--- src/rtl/tmr_vote_reg.sv ---
// rtl/tmr_vote_reg.sv - TMR storage register with majority vote, scrub, fault injection and error accounting
module tmr_vote_reg #(
  parameter int WIDTH     = 8,
  parameter int CNT_WIDTH = 4
) (
  input  logic                   clk,
  input  logic                   rst_n,
  input  logic                   load,
  input  logic [WIDTH-1:0]       d,
  input  logic                   scrub_en,
  input  logic                   inj_en,
  input  logic [1:0]             inj_sel,
  input  logic [WIDTH-1:0]       inj_mask,
  input  logic                   clr,
  output logic [WIDTH-1:0]       q,
  output logic [2:0]             err_lane,
  output logic                   err_multi,
  output logic [2:0]             err_sticky,
  output logic [3*CNT_WIDTH-1:0] err_cnt
);

  logic [WIDTH-1:0]     r_q [3];
  logic [WIDTH-1:0]     r_d [3];
  logic [CNT_WIDTH-1:0] cnt_q [3];
  logic [CNT_WIDTH-1:0] cnt_d [3];
  logic [2:0]           lane_prev_q;
  logic [2:0]           sticky_q;
  logic [2:0]           sticky_d;
  logic [2:0]           event_w;

  assign q = (r_q[0] & r_q[1]) | (r_q[1] & r_q[2]) | (r_q[0] & r_q[2]);

  assign err_multi = (err_lane[0] & err_lane[1]) | (err_lane[1] & err_lane[2])
                   | (err_lane[0] & err_lane[2]);
  assign event_w   = err_lane & ~lane_prev_q;
  assign sticky_d  = (sticky_q & ~{3{clr}}) | err_lane;
  assign err_sticky = sticky_q;

  for (genvar k = 0; k < 3; k++) begin : g_lane
    localparam logic [1:0] SEL = 2'(k);

    assign err_lane[k] = |(r_q[k] ^ q);
    assign err_cnt[k*CNT_WIDTH +: CNT_WIDTH] = cnt_q[k];

    // load beats injection beats scrub; an injected replica skips scrub that cycle
    always_comb begin
      r_d[k] = r_q[k];
      if (load) begin
        r_d[k] = d;
      end else if (inj_en && (inj_sel == SEL)) begin
        r_d[k] = r_q[k] ^ inj_mask;
      end else if (scrub_en) begin
        r_d[k] = q;
      end
    end

    // a clear coinciding with a new event leaves exactly that event counted
    always_comb begin
      cnt_d[k] = cnt_q[k];
      if (clr) begin
        cnt_d[k] = event_w[k] ? CNT_WIDTH'(1) : '0;
      end else if (event_w[k] && !(&cnt_q[k])) begin
        cnt_d[k] = cnt_q[k] + CNT_WIDTH'(1);
      end
    end

    always_ff @(posedge clk) begin
      if (!rst_n) begin
        r_q[k]   <= '0;
        cnt_q[k] <= '0;
      end else begin
        r_q[k]   <= r_d[k];
        cnt_q[k] <= cnt_d[k];
      end
    end
  end

  always_ff @(posedge clk) begin
    if (!rst_n) begin
      lane_prev_q <= '0;
      sticky_q    <= '0;
    end else begin
      lane_prev_q <= err_lane;
      sticky_q    <= sticky_d;
    end
  end

endmodule

--- config.mk ---
export PLATFORM = sky130hd
export DESIGN_NAME = tmr_vote_reg
export DESIGN_NICKNAME = d
export VERILOG_FILES = /design/src/rtl/tmr_vote_reg.sv
export SDC_FILE = /design/constraint.sdc
export NUM_CORES = 1
export LEC_CHECK = 0
export CAP_MARGIN = 20
export CORE_ASPECT_RATIO = 1.4
export CORE_MARGIN = 3
export CORE_UTILIZATION = 29
export CTS_BUF_LIST = sky130_fd_sc_hd__clkbuf_8 sky130_fd_sc_hd__clkbuf_16
export DETAILED_ROUTE_END_ITERATION = 16
export PLACE_DENSITY = 0.49
export SKIP_CTS_REPAIR_TIMING = 1
export SLEW_MARGIN = 10
export SYNTH_ARGS = -nofsm -noshare
export SYNTH_HDL_FRONTEND = slang
export SYNTH_SLANG_ARGS = --single-unit
--- constraint.sdc ---
create_clock -name clk -period 3.5 [get_ports clk]
set_input_delay 0.525 -clock clk [delete_from_list [all_inputs] [get_ports clk]]
set_output_delay 0.525 -clock clk [all_outputs]
set_load 0.01 [all_outputs]
==> run summary, run 1 <==
• 435 — Total Nets Final
• 0.179 — grt met1 use
• 2 — # H-tree levels
• 7.69 µm² — syn avg cell area
• 0.250 — met2 Usage GRT
• 0.06 ns — Clock Pin Slew Worst Setup and Hold Paths
• 1,043 — # fillers
• 91 — 1st-iter DRT viols
• 0.389 — register share of total power
• 1490 µW — total power after layout
• sky130_fd_sc_hd__a21oi_1 — cell with the most instances after synthesis
• 8 — largest driver fanout on the critical path
• 0 — n_diodes
• 0.657 ns — actual slew at the worst max-slew pin
• yes — CTS tree
• 0.144 — All-Layer GR Usage
• 3.17 ns — Min Clock Period, post-route
• 14.5 µm — detail-routed net length per standard cell
• 0.287 — part of the Yosys area used for sequential elements
• reg2out — critical path type
• 381 — number of instances in the synthesized netlist
• 0 — warnings from Yosys
• 0 — Final setup violation count
• 0 — initial antenna violation count
• 0 ns — sum of negative setup slack
• r_q[2][5]$_SDFFE_PN0P_ — startpoint of the lowest-slack register-to-register path
• sky130_fd_sc_hd__a21oi_1, sky130_fd_sc_hd__o21ai_0, sky130_fd_sc_hd__dfxtp_1, sky130_fd_sc_hd__nor2_1, sky130_fd_sc_hd__a211oi_1 — commonest cells in the netlist
• 0 — remaining global-route overflow
• finished clean — run status
• 24.3% — P&R area growth vs syn
• no — setup repair after global routing missed its margin
• 2.65 ns — Arrival @ worst endpoint
• sky130_fd_sc_hd__dfxtp_1, sky130_fd_sc_hd__a21oi_1, sky130_fd_sc_hd__o21ai_0 — dominant cells by area after synthesis
• 42 — number of sinks driven by the clock tree
• 0.0254 — met3 Resource Use GR
• 533 — Inst Count DP
• 0.765 — weighted congestion at the end of routability-driven global placement
• 0.302 — fraction of power spent switching nets
• 408 — number of nets produced by synthesis
• sky130_fd_sc_hd__dfxtp_1 — Post-synth top flop
• 13.6 mm — first-pass GRT wire length
• 0 — FFs w/ async S/R, synth
• 0.0114 mm² — Die Outline Area
• 2.97 ns — required time reported for the critical path endpoint
• 0.00967 mm² — placeable core region
• 0 — post-detailed-route count of antenna-violating nets
• 42 — count of standard-cell rows
• 0 — number of synthesized flops with an enable pin
• 5.16 — via density per instance
• 451 µW — total net switching power
• 2 — largest buffer count on any clock path
• 0.254 — Comb pwr share
• 0.00811 ns — largest clock skew in the final design
• 315 MHz — maximum achievable frequency
• 2,815 — number of global-route vias before repair
• 0.287 — area fraction of the dominant cell type after synthesis
• 4 — Pre-Repair DR Iteration Count
• 0.222 mV — peak supply drop
• 5.68 mm — hpwl dp
• sky130_fd_sc_hd__dfxtp_1 — cell type contributing the most total cell area after synthesis
• 0 — Final Hold Fails
• 51 — I/O Pins
• 0 — post-detailed-route DRC marker count
• cnt_q[0][1]$_SDFFE_PP0P_ — launch point of the worst hold path
• 541 — final cell count without fillers
• 0.906 — part of the cycle the worst path needs
• 42 — Yosys reg bits
• 0.357 — clock network power share
• 50 — number of port buffers
• 49 — largest net degree at the start of global routing
• 5 — cells on worst reg2reg path
• 7.86 mm — DRT Wirelength
• 0.29 ns — insertion delay of the later-clocked pin in the worst-skew pair
• met2 — layer carrying the most global-route usage
• 45 — count of unique library cells instantiated by Yosys
• 410 mW/mm² — power density over cell area
• 125 µm — floorplan die height
• 0.0587 — proportion of layout cells with a drive suffix above 1
• 90.9 µm — Die Wd
• 2,791 — via count
• 5 — number of buffers inserted during clock tree synthesis
• 0.303 — Initial Utilization
• reg2reg — class of the tightest hold or removal check
• 2 — Hold Path Depth
• 0.00293 mm² — Cell Area, Synth
• 0 — Max Cap Violations
• 0.562 — relative slew slack
• 1040 µW — P_int
• r_q[1][0]$_SDFFE_PN0P_ — timing startpoint of the critical path
• flip-flop — startpoint class of the critical path
• 0 — Final Max Slew Viols
• primary output — sort of element at the end of the critical path
• 0.00141 µW — cell leakage power
• sky130_fd_sc_hd__clkbuf_16 — library cell used as clock root buffer
[stage by stage]
step | hold WS [ns] | setup WS, ns | utilization | instance area [µm²]
after detailed placement | 0.503 | 0.620 | 0.360 | 3480
final | 0.507 | 0.328 | 0.377 | 3640
after floorplan | 0.506 | 1.29 | - | 2930
after global placement | 0.499 | 0.654 | 0.360 | 3480
after CTS | 0.514 | 0.293 | 0.377 | 3640
after global routing | 0.559 | 0.142 | 0.377 | 3640
[worst max-delay path, stage by stage (launching register included)]
cell,delay (ns)
sky130_fd_sc_hd__dfxtp_1,0.47
sky130_fd_sc_hd__o21ai_0,0.13
sky130_fd_sc_hd__a221oi_1,0.53
sky130_fd_sc_hd__nand4_1,0.32
sky130_fd_sc_hd__maj3_1,0.43
sky130_fd_sc_hd__clkdlybuf4s50_1,0.48
[power groups by stage]
stage | sequential (µW) | combinational [µW] | clock (µW)
6_report | 581 | 379 | 534
5_1_grt | 591 | 428 | 565
4_1_cts | 581 | 386 | 545
3_5_place_dp | 592 | 383 | 0
3_3_place_gp | 590 | 382 | 0
2_1_floorplan | 559 | 269 | 0
[logic make-up after synthesis]
kind of cell | after synthesis | share of synthesized area
flip-flops | 42 | 0.287
adder cells (fa/ha/maj) | 4 | 0.0162
XOR/XNOR | 24 | 0.0718
buffers and inverters | 51 | 0.0735
AND/OR/NAND/NOR | 101 | 0.209
multiplexers | 3 | 0.0103
AO/OA/AOI/OAI | 156 | 0.332
[registers in the layout, indices dropped and copies added, names as in the netlist]
name         flops
r_q             24
cnt_q           12
err_sticky       3
lane_prev_q      3
[area by class of cell]
cell class / count / area, µm² / share of cell area
clock buffers: 5 / 125 / 0.0344
clock inverters: 3 / 40.0 / 0.0110
inverters: 16 / 60.1 / 0.0165
multi-input cells: 288 / 1870 / 0.514
flip-flops and latches: 42 / 841 / 0.231
well taps: 132 / 165 / 0.0453
repair buffers: 55 / 538 / 0.148
[cell usage in the layout (no fill, tap or decap), types with 4 or more instances in the layout]
cell type | Yosys | layout
sky130_fd_sc_hd__clkbuf_16 | 0 | 5
sky130_fd_sc_hd__nand2_1 | 11 | 11
sky130_fd_sc_hd__a31oi_1 | 4 | 4
sky130_fd_sc_hd__nand3b_1 | 4 | 4
sky130_fd_sc_hd__nor3b_1 | 13 | 13
sky130_fd_sc_hd__nand3_1 | 5 | 5
sky130_fd_sc_hd__inv_1 | 16 | 16
sky130_fd_sc_hd__clkdlybuf4s50_1 | 0 | 50
sky130_fd_sc_hd__and3b_1 | 10 | 10
sky130_fd_sc_hd__a21oi_1 | 52 | 52
sky130_fd_sc_hd__o21ai_0 | 44 | 44
sky130_fd_sc_hd__xnor2_1 | 8 | 8
sky130_fd_sc_hd__xor2_1 | 16 | 16
sky130_fd_sc_hd__nor2b_1 | 11 | 11
sky130_fd_sc_hd__nor2_1 | 28 | 28
sky130_fd_sc_hd__a21o_1 | 9 | 9
sky130_fd_sc_hd__a211oi_1 | 24 | 24
sky130_fd_sc_hd__dfxtp_1 | 42 | 42
sky130_fd_sc_hd__buf_4 | 2 | 5
sky130_fd_sc_hd__nand2b_1 | 4 | 4
sky130_fd_sc_hd__a221oi_1 | 8 | 8
[routing by layer]
layer,share of wire,routed length (µm)
met1,0.45,3570
met3,0.036,286
met4,0.015,116
met5,0,0
met2,0.49,3880
[final timing paths]
| check | end | slack (ns) |
|---|---|---|
| setup reg to reg | cnt_q[2][0]$_SDFFE_PN0P_ | 1.55 |
| hold reg to reg | cnt_q[0][1]$_SDFFE_PP0P_ | 0.51 |
| hold / removal | cnt_q[0][1]$_SDFFE_PP0P_ | 0.51 |
| setup / recovery | err_multi | 0.33 |
Note: power is estimated with default switching activity, not from simulation.
==> run 2, diff against run 1 <==
GPL_TIMING_DRIVEN = 0   (was default)
==> run 2 against run 1 <==
Combinational power rose by 16%. Fmax shrank 1.4%. Sequential share of layout area decreased by 0.67 points. Critical path depth is 1 higher. Non-clock buffer count is 29 higher. Critical path type unchanged. Critical endpoint unchanged. Largest cell class unchanged. Largest power group unchanged. Highest routed layer unchanged.
==> run summary, run 2 (same netlist as run 1, synthesis figures left out) <==
• 570 — final cell count without fillers, +5.4%
• 0.303 — Initial Utilization, unchanged
• 0 ns — sum of negative setup slack, unchanged
• 5.23 — via density per instance, +1.4%
• 42 — number of sinks driven by the clock tree, unchanged
• 0.00375 mm² — post-route cell area, +3.0%
• 5 — number of buffers inserted during clock tree synthesis, unchanged
• 1.48 ns — register-to-register path setup slack, -0.07 ns
• 0.00148 µW — cell leakage power, +4.8%
• 6 — cells on worst reg2reg path, +1
• 90.9 µm — Die Wd, unchanged
• 154 — 1st-iter DRT viols, +69%
• 2,966 — number of global-route vias before repair, +5.4%
• 0 — post-detailed-route DRC marker count, unchanged
• sky130_fd_sc_hd__a21oi_1, sky130_fd_sc_hd__clkdlybuf4s50_1, sky130_fd_sc_hd__o21ai_0 — highest-count cells in the layout ignoring fill and taps
• 4 — Pre-Repair DR Iteration Count, unchanged
• 0 — Final setup violation count, unchanged
• r_q — register containing the most flip-flops in the final layout
• 464 — Total Nets Final, +6.7%
• 125 µm — floorplan die height, unchanged
• 0 — Final Hold Fails, unchanged
• 1,065 — # fillers, +2.1%
• sky130_fd_sc_hd__a21oi_1 — most common cell after layout, fill and taps aside
• 2.69 ns — Arrival @ worst endpoint, +0.04 ns
• r_q[1][2]$_SDFFE_PN0P_ — startpoint of the lowest-slack register-to-register path
• 0 — Final Max Slew Viols, unchanged
• cnt_q[1][1]$_SDFFE_PP0P_ — Reg2Reg Capture Point
• 0 — n_diodes, unchanged
• 0 — post-detailed-route count of antenna-violating nets, unchanged
• 0.00187 mm² — area used by multi-input combinational logic, unchanged
• 0.00358 mm² — post-placement cell area, +3.1%
• sky130_fd_sc_hd__clkbuf_16 — library cell used as clock root buffer
• reg2out — critical path type
• 51 — I/O Pins, unchanged
• 49 — number of port buffers, -2.0%
• 0.919 — part of the cycle the worst path needs, +0.0129
• 0.00967 mm² — placeable core region, unchanged
• 0.834 — weighted congestion at the end of routability-driven global placement, +9.0%
• cnt_q[0][1]$_SDFFE_PP0P_ — launch point of the worst hold path
• 409 mW/mm² — power density over cell area, -0.30%
• 9.70 mm — DRT Wirelength, +23%
• r_q x24, cnt_q x12 — largest registers
• 3.22 ns — Min Clock Period, post-route, +0.0453 ns
• cnt_q[0][1]$_SDFFE_PP0P_ — Hold EP
• 17.0 µm — detail-routed net length per standard cell, +17%
• 14 — largest net degree at the start of global routing, -71%
• 0 — Max Cap Violations, unchanged
• 562 — Inst Count DP, +5.4%
• 0.00354 ns — largest clock skew in the final design, -0.00456 ns
• 15.8 mm — first-pass GRT wire length, +16%
• finished clean — run status
• primary output — sort of element at the end of the critical path
• reg2reg — class of the tightest hold or removal check
• 2 — Hold Path Depth, unchanged
• flip-flop — startpoint class of the critical path
• 28.1% — P&R area growth vs syn
• 311 MHz — maximum achievable frequency, -1.4%
• 8 — largest driver fanout on the critical path, unchanged
• 0 — initial antenna violation count, unchanged
• 0 — remaining global-route overflow, unchanged
• 0.174 — All-Layer GR Usage, +0.0302
• 2.97 ns — required time reported for the critical path endpoint, about the same
• 42 — count of standard-cell rows, unchanged
• 2 — # H-tree levels, unchanged
• 24 — Largest register FFs, unchanged
• 841 µm² — sequential cell area, unchanged
• 0.713 ns — actual slew at the worst max-slew pin, +0.0568 ns
• 0.29 ns — insertion delay of the later-clocked pin in the worst-skew pair, about the same
• 0.224 mV — peak supply drop, +1.0%
• 0.524 — relative slew slack, -0.0379
• 2 — largest buffer count on any clock path, unchanged
• yes — CTS tree
• 2,982 — via count, +6.8%
• 0.0753 — proportion of layout cells with a drive suffix above 1, +0.0167
• 0.0114 mm² — Die Outline Area, unchanged
• 6.85 mm — hpwl dp, +21%
• 0.06 ns — Clock Pin Slew Worst Setup and Hold Paths, about the same
• no — setup repair after global routing missed its margin
==> run 2: cell types whose count changed in the layout (fill, tap and decap cells not counted) <==
cell                              change
sky130_fd_sc_hd__clkinvlp_4           +1
sky130_fd_sc_hd__buf_4                -3
sky130_fd_sc_hd__clkbuf_2             +1
sky130_fd_sc_hd__buf_1                +1
sky130_fd_sc_hd__clkdlybuf4s50_1      -1
sky130_fd_sc_hd__clkbuf_1            +19
sky130_fd_sc_hd__buf_2               +12
sky130_fd_sc_hd__inv_1                +1
sky130_fd_sc_hd__clkinv_2             -2
==> run 2: area by class of cell <==
cell class	count	share of cell area
Multi-Input combinational cell	288	0.499
Sequential cell	42	0.224
Timing Repair Buffer	49	0.131
Tap cell	132	0.0440
Buffer	35	0.0414
Clock buffer	5	0.0334
Inverter	16	0.0160
Clock inverter	3	0.0110
==> run 2: worst max-delay path by stage <==
stage	from	end	slack (ns)	depth (start not counted)
2_1_floorplan	r_q[2][2]$_SDFFE_PN0P_	err_multi	1.29	5
3_3_place_gp	r_q[1][0]$_SDFFE_PN0P_	err_multi	0.56	6
3_5_place_dp	r_q[1][0]$_SDFFE_PN0P_	err_multi	0.55	6
4_1_cts	r_q[1][0]$_SDFFE_PN0P_	err_multi	0.23	6
5_1_grt	r_q[2][2]$_SDFFE_PN0P_	err_multi	0.05	6
6_report	r_q[1][2]$_SDFFE_PN0P_	err_multi	0.28	6
==> run 2: report_power, final <==
part           switching [µW]  internal, µW
Combinational             240           201
Sequential               30.8           520
Clock                     209           335
==> run 2: critical path, stage by stage, from the launching register on <==
cell                              delay (ns)
sky130_fd_sc_hd__dfxtp_1                0.31
sky130_fd_sc_hd__clkbuf_1               0.26
sky130_fd_sc_hd__o21ai_0                0.16
sky130_fd_sc_hd__a221oi_1               0.47
sky130_fd_sc_hd__nand4_1                0.30
sky130_fd_sc_hd__maj3_1                 0.43
sky130_fd_sc_hd__clkdlybuf4s50_1        0.49
==> run 2: per-layer routing <==
layer	routed length (µm)	track usage
met3	612	0.0272
met2	4680	0.294
met5	0	0
met4	237	0.0631
met1	4170	0.222
==> run 2: stage by stage <==
step                      worst slack, ns  hold WS (ns)  total power, µW  utilization
final                               0.283         0.495             1530        0.388
after global routing               0.0546         0.524             1620        0.388
after CTS                           0.225         0.496             1550        0.388
after detailed placement            0.548         0.486             1000        0.371
after global placement              0.564         0.488              998        0.371
after floorplan                      1.29         0.506              828            -
